### config.mk
export PLATFORM = sky130hd
export DESIGN_NAME = dma_word_copy
export DESIGN_NICKNAME = d
export VERILOG_FILES = /design/src/rtl/dma_word_copy.sv
export SDC_FILE = /design/constraint.sdc
export NUM_CORES = 1
export LEC_CHECK = 0
export ABC_AREA = 1
export CAP_MARGIN = 20
export CORE_MARGIN = 3
export CORE_UTILIZATION = 50
export CTS_BUF_LIST = sky130_fd_sc_hd__clkbuf_8 sky130_fd_sc_hd__clkbuf_16
export DETAILED_ROUTE_END_ITERATION = 10
export GPL_ROUTABILITY_DRIVEN = 0
export PLACE_DENSITY = 0.81
export SYNTH_ARGS = -nofsm -noshare
export SYNTH_HDL_FRONTEND = slang
export SYNTH_SLANG_ARGS = --single-unit
export TNS_END_PERCENT = 30
### constraint.sdc
create_clock -name clk -period 6 [get_ports clk]
set_clock_uncertainty 0.2 [all_clocks]
set_input_delay 1.2 -clock clk [delete_from_list [all_inputs] [get_ports clk]]
set_output_delay 1.2 -clock clk [all_outputs]
set_load 0.01 [all_outputs]
### src/rtl/dma_word_copy.sv
//------------------------------------------------------------------------------
// dma_word_copy
//
// Word-granular memory-to-memory copy engine. Acts as the initiator on a
// data-memory-style port: every word is read from the source pointer into a
// one-word buffer, then written to the destination pointer. Only one bus
// request is ever outstanding, and read and write never overlap.
//
// Ports
//   clk          system clock, all logic on the rising edge
//   rst          synchronous active-low reset (0 = reset)
//   start        single-cycle job strobe, accepted only while idle
//   abort        early-termination request, level or pulse
//   src_addr     source byte address, latched on accepted start
//   dst_addr     destination byte address, latched on accepted start
//   len_words    number of 32-bit words to copy, latched on accepted start
//   busy         high from the cycle after start through the done cycle
//   done         single-cycle completion pulse
//   err          job ended by misalignment, bus fault or abort; held until
//                the next accepted start
//   words_done   words fully written in the current / last job
//   m_addr       request byte address
//   m_wdata      write data
//   m_size       access size, WORD_SIZE while a request is active, else 0
//   m_ren        read request
//   m_wen        write request
//   m_rdata      read data, valid in the m_ready cycle of a read
//   m_ready      slave completes the current request this cycle
//   m_fault      slave reports an error for the current request
//
// State table
//   state    | meaning
//   ST_IDLE  | waiting for start, no bus traffic
//   ST_READ  | read request at src_ptr held until ready/fault
//   ST_WRITE | write request of the buffered word at dst_ptr
//   ST_FIN   | one-cycle done pulse, busy still high
//------------------------------------------------------------------------------
module dma_word_copy #(
   parameter int         LEN_W     = 16,
   parameter logic [1:0] WORD_SIZE = 2'b10
) (
   input  logic             clk,
   input  logic             rst,
   input  logic             start,
   input  logic             abort,
   input  logic [31:0]      src_addr,
   input  logic [31:0]      dst_addr,
   input  logic [LEN_W-1:0] len_words,
   output logic             busy,
   output logic             done,
   output logic             err,
   output logic [LEN_W-1:0] words_done,
   output logic [31:0]      m_addr,
   output logic [31:0]      m_wdata,
   output logic [1:0]       m_size,
   output logic             m_ren,
   output logic             m_wen,
   input  logic [31:0]      m_rdata,
   input  logic             m_ready,
   input  logic             m_fault
);

   typedef enum logic [1:0] {
      ST_IDLE  = 2'd0,
      ST_READ  = 2'd1,
      ST_WRITE = 2'd2,
      ST_FIN   = 2'd3
   } state_e;

   state_e           state_q, state_d;
   logic [31:0]      src_ptr_q, src_ptr_d;
   logic [31:0]      dst_ptr_q, dst_ptr_d;
   logic [LEN_W-1:0] len_q, len_d;
   logic [LEN_W-1:0] words_done_q, words_done_d;
   logic [31:0]      buf_q, buf_d;
   logic             err_q, err_d;
   logic             abort_q, abort_d;

   logic             abort_eff;
   logic [LEN_W-1:0] words_inc;
   logic             misaligned;

   // An abort raised in the very cycle a request completes must still count,
   // so the live input is combined with the latched copy.
   assign abort_eff  = abort | abort_q;
   assign words_inc  = words_done_q + LEN_W'(1);
   assign misaligned = (src_addr[1:0] != 2'b00) || (dst_addr[1:0] != 2'b00);

   //---------------------------------------------------------------------------
   // Next-state logic
   //---------------------------------------------------------------------------
   always_comb begin
      state_d      = state_q;
      src_ptr_d    = src_ptr_q;
      dst_ptr_d    = dst_ptr_q;
      len_d        = len_q;
      words_done_d = words_done_q;
      buf_d        = buf_q;
      err_d        = err_q;
      abort_d      = abort_q;

      // Abort is only remembered for a running job; idle aborts are ignored.
      if ((state_q != ST_IDLE) && abort) begin
         abort_d = 1'b1;
      end

      case (state_q)
         ST_IDLE: begin
            if (start) begin
               src_ptr_d    = src_addr;
               dst_ptr_d    = dst_addr;
               len_d        = len_words;
               words_done_d = '0;
               err_d        = 1'b0;
               abort_d      = 1'b0;
               // An empty job completes cleanly even if the addresses are odd.
               if (len_words == '0) begin
                  state_d = ST_FIN;
               end else if (misaligned) begin
                  err_d   = 1'b1;
                  state_d = ST_FIN;
               end else begin
                  state_d = ST_READ;
               end
            end
         end

         ST_READ: begin
            // Fault wins over ready for the same request.
            if (m_fault) begin
               err_d   = 1'b1;
               state_d = ST_FIN;
            end else if (m_ready) begin
               buf_d = m_rdata;
               if (abort_eff) begin
                  err_d   = 1'b1;
                  state_d = ST_FIN;
               end else begin
                  state_d = ST_WRITE;
               end
            end
         end

         ST_WRITE: begin
            if (m_fault) begin
               err_d   = 1'b1;
               state_d = ST_FIN;
            end else if (m_ready) begin
               words_done_d = words_inc;
               src_ptr_d    = src_ptr_q + 32'd4;
               dst_ptr_d    = dst_ptr_q + 32'd4;
               if (abort_eff) begin
                  err_d   = 1'b1;
                  state_d = ST_FIN;
               end else if (words_inc == len_q) begin
                  state_d = ST_FIN;
               end else begin
                  state_d = ST_READ;
               end
            end
         end

         ST_FIN: begin
            state_d = ST_IDLE;
         end

         default: begin
            state_d = ST_IDLE;
         end
      endcase
   end

   //---------------------------------------------------------------------------
   // State registers
   //---------------------------------------------------------------------------
   always_ff @(posedge clk) begin
      if (!rst) begin
         state_q      <= ST_IDLE;
         src_ptr_q    <= '0;
         dst_ptr_q    <= '0;
         len_q        <= '0;
         words_done_q <= '0;
         buf_q        <= '0;
         err_q        <= 1'b0;
         abort_q      <= 1'b0;
      end else begin
         state_q      <= state_d;
         src_ptr_q    <= src_ptr_d;
         dst_ptr_q    <= dst_ptr_d;
         len_q        <= len_d;
         words_done_q <= words_done_d;
         buf_q        <= buf_d;
         err_q        <= err_d;
         abort_q      <= abort_d;
      end
   end

   //---------------------------------------------------------------------------
   // Outputs: decoded from registered state only, so the request fields stay
   // stable for as long as the state is held.
   //---------------------------------------------------------------------------
   always_comb begin
      busy       = (state_q != ST_IDLE);
      done       = (state_q == ST_FIN);
      err        = err_q;
      words_done = words_done_q;
      m_ren      = 1'b0;
      m_wen      = 1'b0;
      m_addr     = '0;
      m_wdata    = '0;
      m_size     = 2'b00;

      case (state_q)
         ST_READ: begin
            m_ren  = 1'b1;
            m_addr = src_ptr_q;
            m_size = WORD_SIZE;
         end
         ST_WRITE: begin
            m_wen   = 1'b1;
            m_addr  = dst_ptr_q;
            m_wdata = buf_q;
            m_size  = WORD_SIZE;
         end
         default: begin
            m_ren = 1'b0;
         end
      endcase
   end

endmodule

* Yosys cells after proc, flatten, opt, wreduce, memory -nomap -nowiden *
Cells that the tools add are included.

storage, ports and cells
  bits of input ports = 118
  logic and storage cells = 77
  latch bits = 0
  bits in writable memories = 0
  memories kept = 0
  ROM bits = 0
  output and inout port bits = 87
  flip-flop bits (word level) = 132

operators by class
  order comparisons = 0
  equality and inequality tests = 11
  mux-type cells = 38
  reduce and logical (&&, ||, !) cells = 15
  div/mod/pow operators = 0
  $mul = 0
  bitwise operators = 2
  shift operators = 0
  $add $sub $neg = 3

operator list
  operator                 count
  $mux W32                 7
  $pmux W32 S2             3
  $add A32 B3 Y32 const B  2
  $mux W16                 3
  $pmux W16 S2             1
  $mux W2                  10
  $add A16 B1 Y16 const B  1
  $eq A16 B16 Y1           1
  $logic_not A16 Y1        1
  $mux W1                  12
  $reduce_bool A2 Y1       5
  $pmux W2 S4              1
  $reduce_and A4 Y1        2
  $ne A2 B2 Y1 const B     3
  $ne A3 B1 Y1 const B     2
  $ne A3 B3 Y1 const B     2
  $reduce_and A3 Y1        2
  $eq A2 B2 Y1 const B     2
  $eq A2 B1 Y1 const B     1
  $logic_not A2 Y1         1
  $pmux W1 S2              1
  $reduce_and A2 Y1        1
  $reduce_or A2 Y1         1
  $logic_and A1 B1 Y1      1
  other kinds (3)          3

* Longest topological paths before layout *
  depth after elaboration = 7
  mapped depth = 17
  gate-level depth less buffers = 17

* Worst setup path after synthesis *
Ideal clock, no wire load.

  kind = register to output
  from = register state_q[0]
  to = output m_addr[17]
  required time = 4.600 ns
  setup slack = 2.653 ns
  buffers on the path = 4
  cell stages (with the launch flop) = 9
  data arrival time = 1.947 ns
  cells stage by stage = dfxtp_1 -> inv_1 -> ha_1 -> buf_2 -> buf_1 -> buf_1 -> buf_1 -> nand2_1 -> a21oi_1

on the way
  word-level cells in the longest chain between the ends = 2

RTL lines
  item                                          RTL line  text
  from (decl)                                   70        state_e state_q, state_d;
  from (signal assigned)                        187       state_q <= state_d;
  $eq A2 B2 Y1 or $eq A2 B1 Y1 (tied branches)  213       case (state_q)
  $pmux W32 S2 (*)                              213
  to (decl)                                     53        output logic [31:0] m_addr,

Every way passes the cells marked *; elsewhere a longest branch is shown, timed or not.

* Worst setup path in the final report *
  from = register state_q[0]
  to = output m_wdata[14]

on the way
  word-level cells in the longest chain between the ends = 2

RTL lines
  item          RTL line  text
  $eq A2 B2 Y1  213
  $mux W32      213
  to (decl)     54        output logic [31:0] m_wdata,

No other way between the ends.

==> flow_summary_export.csv <==
group,metric,value,unit
grt,largest_net_degree_at_the_start_of_global_routing,77,
layout,final_design_area_no_fill,0.01079,mm2
cts,htree_levels,4,
yosys,synth_top_family_by_area,"simple AND/OR/NAND/NOR gates",
worst_setup_path,cp.arrival,3.03,ns
yosys,yosys-mux-area-fraction,0,
die,floorplan.die.width,132.6,um
yosys,avgSynthCellArea,6.326,um2
flow_run,maxCapViolCount,0,
yosys,synth_seq_area_share,0.3297,
route,dr.pass1.iters,5,
sta,fin_crit_sh,0.7376,
worst_setup_path,crit_path_start_kind,"register",
sta,slew_limit_fails,0,
worst_setup_path,worstReg2RegEnd,"src_ptr_q[10]",
cts,ctsResizeCount,0,
die,top_level_ports,205,
sta,post-route-worst-setup-slack,1.574,ns
worst_setup_path,critPathMaxFanout,76,
route,avgRoutedWirePerCell,14.87,um
die,start_util,0.5195,
die,placeableCoreArea,0.01543,mm2
worst_setup_path,crit_type,"register to primary output",
worst_setup_path,slowest_delay,0.66,ns
yosys,synth-edff-count,0,
placed_design,dpl.hpwl,16.95,mm
layout,area_grow_syn2layout,34.66,%
route,route.layer.met1.wl,10.69,mm
placed_design,post_dp_cell_area,0.01012,mm2
die,dieArea,0.01759,mm2
cts,numCtsBuffers,17,
power_and_ir_drop,peakVddDrop,0.3530,mV
cts,worst_setup_hold_path_clk_slew,0.05,ns
grt,via_count_of_the_first_global_routing_pass,8253,
worst_setup_path,worst_setup_path_startpoint,"state_q[0]",
route,routed.top_layer,"met4",
grt,antenna_found_initial,0,
sta,fin_worst_hold_slack,0.2457,ns
power_and_ir_drop,cellLeakagePower,4.228,nW
route,detailroute.wirelength.met2,11.52,mm
layout,insertedDiodeCount,0,
placed_design,place_worst_setup_slack,1.809,ns
worst_setup_path,data_required_time_of_the_worst_path,4.60,ns
sta,slew-limit-headroom,0.3575,
layout,final_nets,1556,
yosys,yosys.area_share.xor_xnor,0.01811,
sta,finalSetupViolCount,0,
worst_setup_path,cp_slowest_cell,"ha_4",
cts,clk_path_buf_depth,2,
die,placementRows,45,
sta,hold_violations,0,
yosys,top_post_synthesis_cells_by_area,"dfxtp_1, nand2_1, a21oi_1, inv_1, o21ai_0",
route,detailedRoute.firstIterationViolations,842,
yosys,number_of_warning_messages_in_the_yosys_log,0,
worst_setup_path,ff_to_ff_path_depth,11,
cts,tritoncts_clock_tree,"yes",
min_path,hold_class,"register to register",
cts,cts_root_buffer,"clkbuf_16",
power_and_ir_drop,power.density,381.6,mW/mm2
yosys,ys_seq_elements,132,
outcome,status,"finished, final reports clean",
layout,layout.filler_cells,1388,
grt,grt_util_all_layers,0.2724,
yosys,yosysUniqueCellTypes,51,
worst_setup_path,endpoint,"m_wdata[14]",
placed_design,placement.io_buffers,203,
layout,area.sequential,0.002643,mm2
yosys,synthesis.instances,1267,
yosys,yosysMostFrequentCell,"nand2_1",
worst_setup_path,critical_path.cell_chain,"inv_1 > ha_4 > buf_4 > nand2_1 > inv_1 > clkdlybuf4s50_1",
yosys,synth.top_cells.by_count,"nand2_1, inv_1, a21oi_1",
yosys,synth_area,0.008015,mm2
route,final_wl,24.62,mm
yosys,synth_compound_area_frac,0.2203,
yosys,synth_fp_nets,1392,
cts,numClockSinks,132,
sta,post-route-min-period,4.426,ns
layout,drive_gt1_frac,0.06302,
min_path,worstHoldPathCells,2,
cts,clk_latency,0.41,ns
route,postRouteAntennaNets,0,
grt,global_route_wire_length_before_repair,40.19,mm
worst_setup_path,ff2ff_setup_slack,2.56,ns
route,drt-vias-per-instance,5.491,
layout,multi_input_comb_area,0.004533,mm2
grt,grt_remaining_overflow,0,
sta,rsz0062_at_grt,"false",
die,die_height,132.6,um
yosys,synth_fa_ha_area_frac,0.01093,
sta,max_slew.worst_pin.slew,0.9627,ns
cts,cts_hold_buf,0,
route,routed-via-count,9088,
yosys,yosys.area_share.simple,0.3133,
route,drcViolationCount,0,
route,routed-wl-met3,1.865,mm
worst_setup_path,crit-reg2reg-launch,"state_q[0]",
yosys,synth_async_sr_flop_share,0,
worst_setup_path,crit_top_cell,"inv_1",
sta,setup_total_negative_slack,0,ns
yosys,yosys_most_used_dff,"dfxtp_1",
yosys,synth.largest_area_cell,"dfxtp_1",
yosys,fraction_of_post_synthesis_cell_area_in_the_top_cell_type_by_area,0.3297,
cts,cts_setup_buffers,0,
sta,max_clock_freq,225.9,MHz
layout,post-route-util,0.6996,
worst_setup_path,end_kind,"primary output",
[state kept, by name (all words and copies together), names as in the netlist]
signal,count
dst_ptr_q,32
buf_q,32
src_ptr_q,32
len_q,16
err,1
state_q,2
words_done,16
abort_q,1
[per-stage QoR]
| stage | cells | total power [W] |
|---|---|---|
| after floorplan | 1267 | 0.002434 |
| after global placement | 1620 | 0.002919 |
| after detailed placement | 1620 | 0.002957 |
| after CTS | 1652 | 0.004082 |
| after global routing | 1655 | 0.004381 |
| final | 1655 | 0.004119 |
[layout by cell type, fill, tap and decap left out, types with 3 or more instances in the layout]
master           synthesis  layout
a211oi_1                 6       6
a21oi_1                144     144
a221oi_1                 3       3
a31oi_1                 19      19
buf_4                    1       9
bufinv_16                0       4
clkbuf_16                0      17
clkdlybuf4s50_1          0     202
clkinvlp_4               0       4
dfxtp_1                132     132
ha_1                     7       6
inv_1                  155     155
nand2_1                295     294
nand2_2                 12      13
nand3_1                 68      67
nand3_2                  3       4
nand3b_1                 9       9
nand4_1                 15      15
nor2_1                 114     114
nor2_2                   4       4
nor2_4                   9       9
nor3_1                  12      12
nor4_1                   8       8
o211ai_1                13      13
o21ai_0                113     113
o21ai_1                  3       3
o221ai_1                 3       3
o31ai_1                  3       3
or2_2                    8       8
or3_1                    3       3
xnor2_1                  6       6
xor2_1                   8       8
[area by class of cell]
class,count,share of cell area
Multi-Input combinational cell,909,0.4200
Sequential cell,132,0.2448
Timing Repair Buffer,214,0.1973
Inverter,157,0.05460
Clock buffer,19,0.04197
Tap cell,211,0.02446
Clock inverter,13,0.01681
[power breakdown]
group          leakage [nW]  switching, W  total [W]  internal (W)
logic                  2.84       0.00100    0.00161      0.000608
registers              1.08      0.000280    0.00140       0.00112
clock network         0.303      0.000392    0.00111      0.000716
[critical path, delay by kind of cell, from the launching register on]
kind	cells	cell delay, ns
flops	1	0.34
fa+ha+maj	1	0.66
simple gates	1	0.12
buf+inv	4	1.40
[kinds of logic after synthesis]
kind of cell / count (synthesis)
AOI/OAI and AO/OA: 321
xor gates and xnor gates: 15
adders and majority gates: 7
buffers and inverters: 226
DFF: 132
other: 1
and+or+nand+nor: 565
[per-layer routing]
layer / vias to the layer above / GRT usage
met4: 0 / 0.09469
met3: 38 / 0.05856
met2: 389 / 0.4353
met5: - / 0
met1: 4172 / 0.3655
li1: 4489 / -
[how the worst min path moves through the flow]
stage	startpoint	to
final	buf_q[7]	buf_q[7]
after global routing	buf_q[4]	buf_q[4]
after CTS	buf_q[9]	buf_q[9]
after detailed placement	buf_q[13]	buf_q[13]
after global placement	buf_q[18]	buf_q[18]
after floorplan	buf_q[0]	buf_q[0]
No activity file was read; power rests on OpenSTA's default activity.
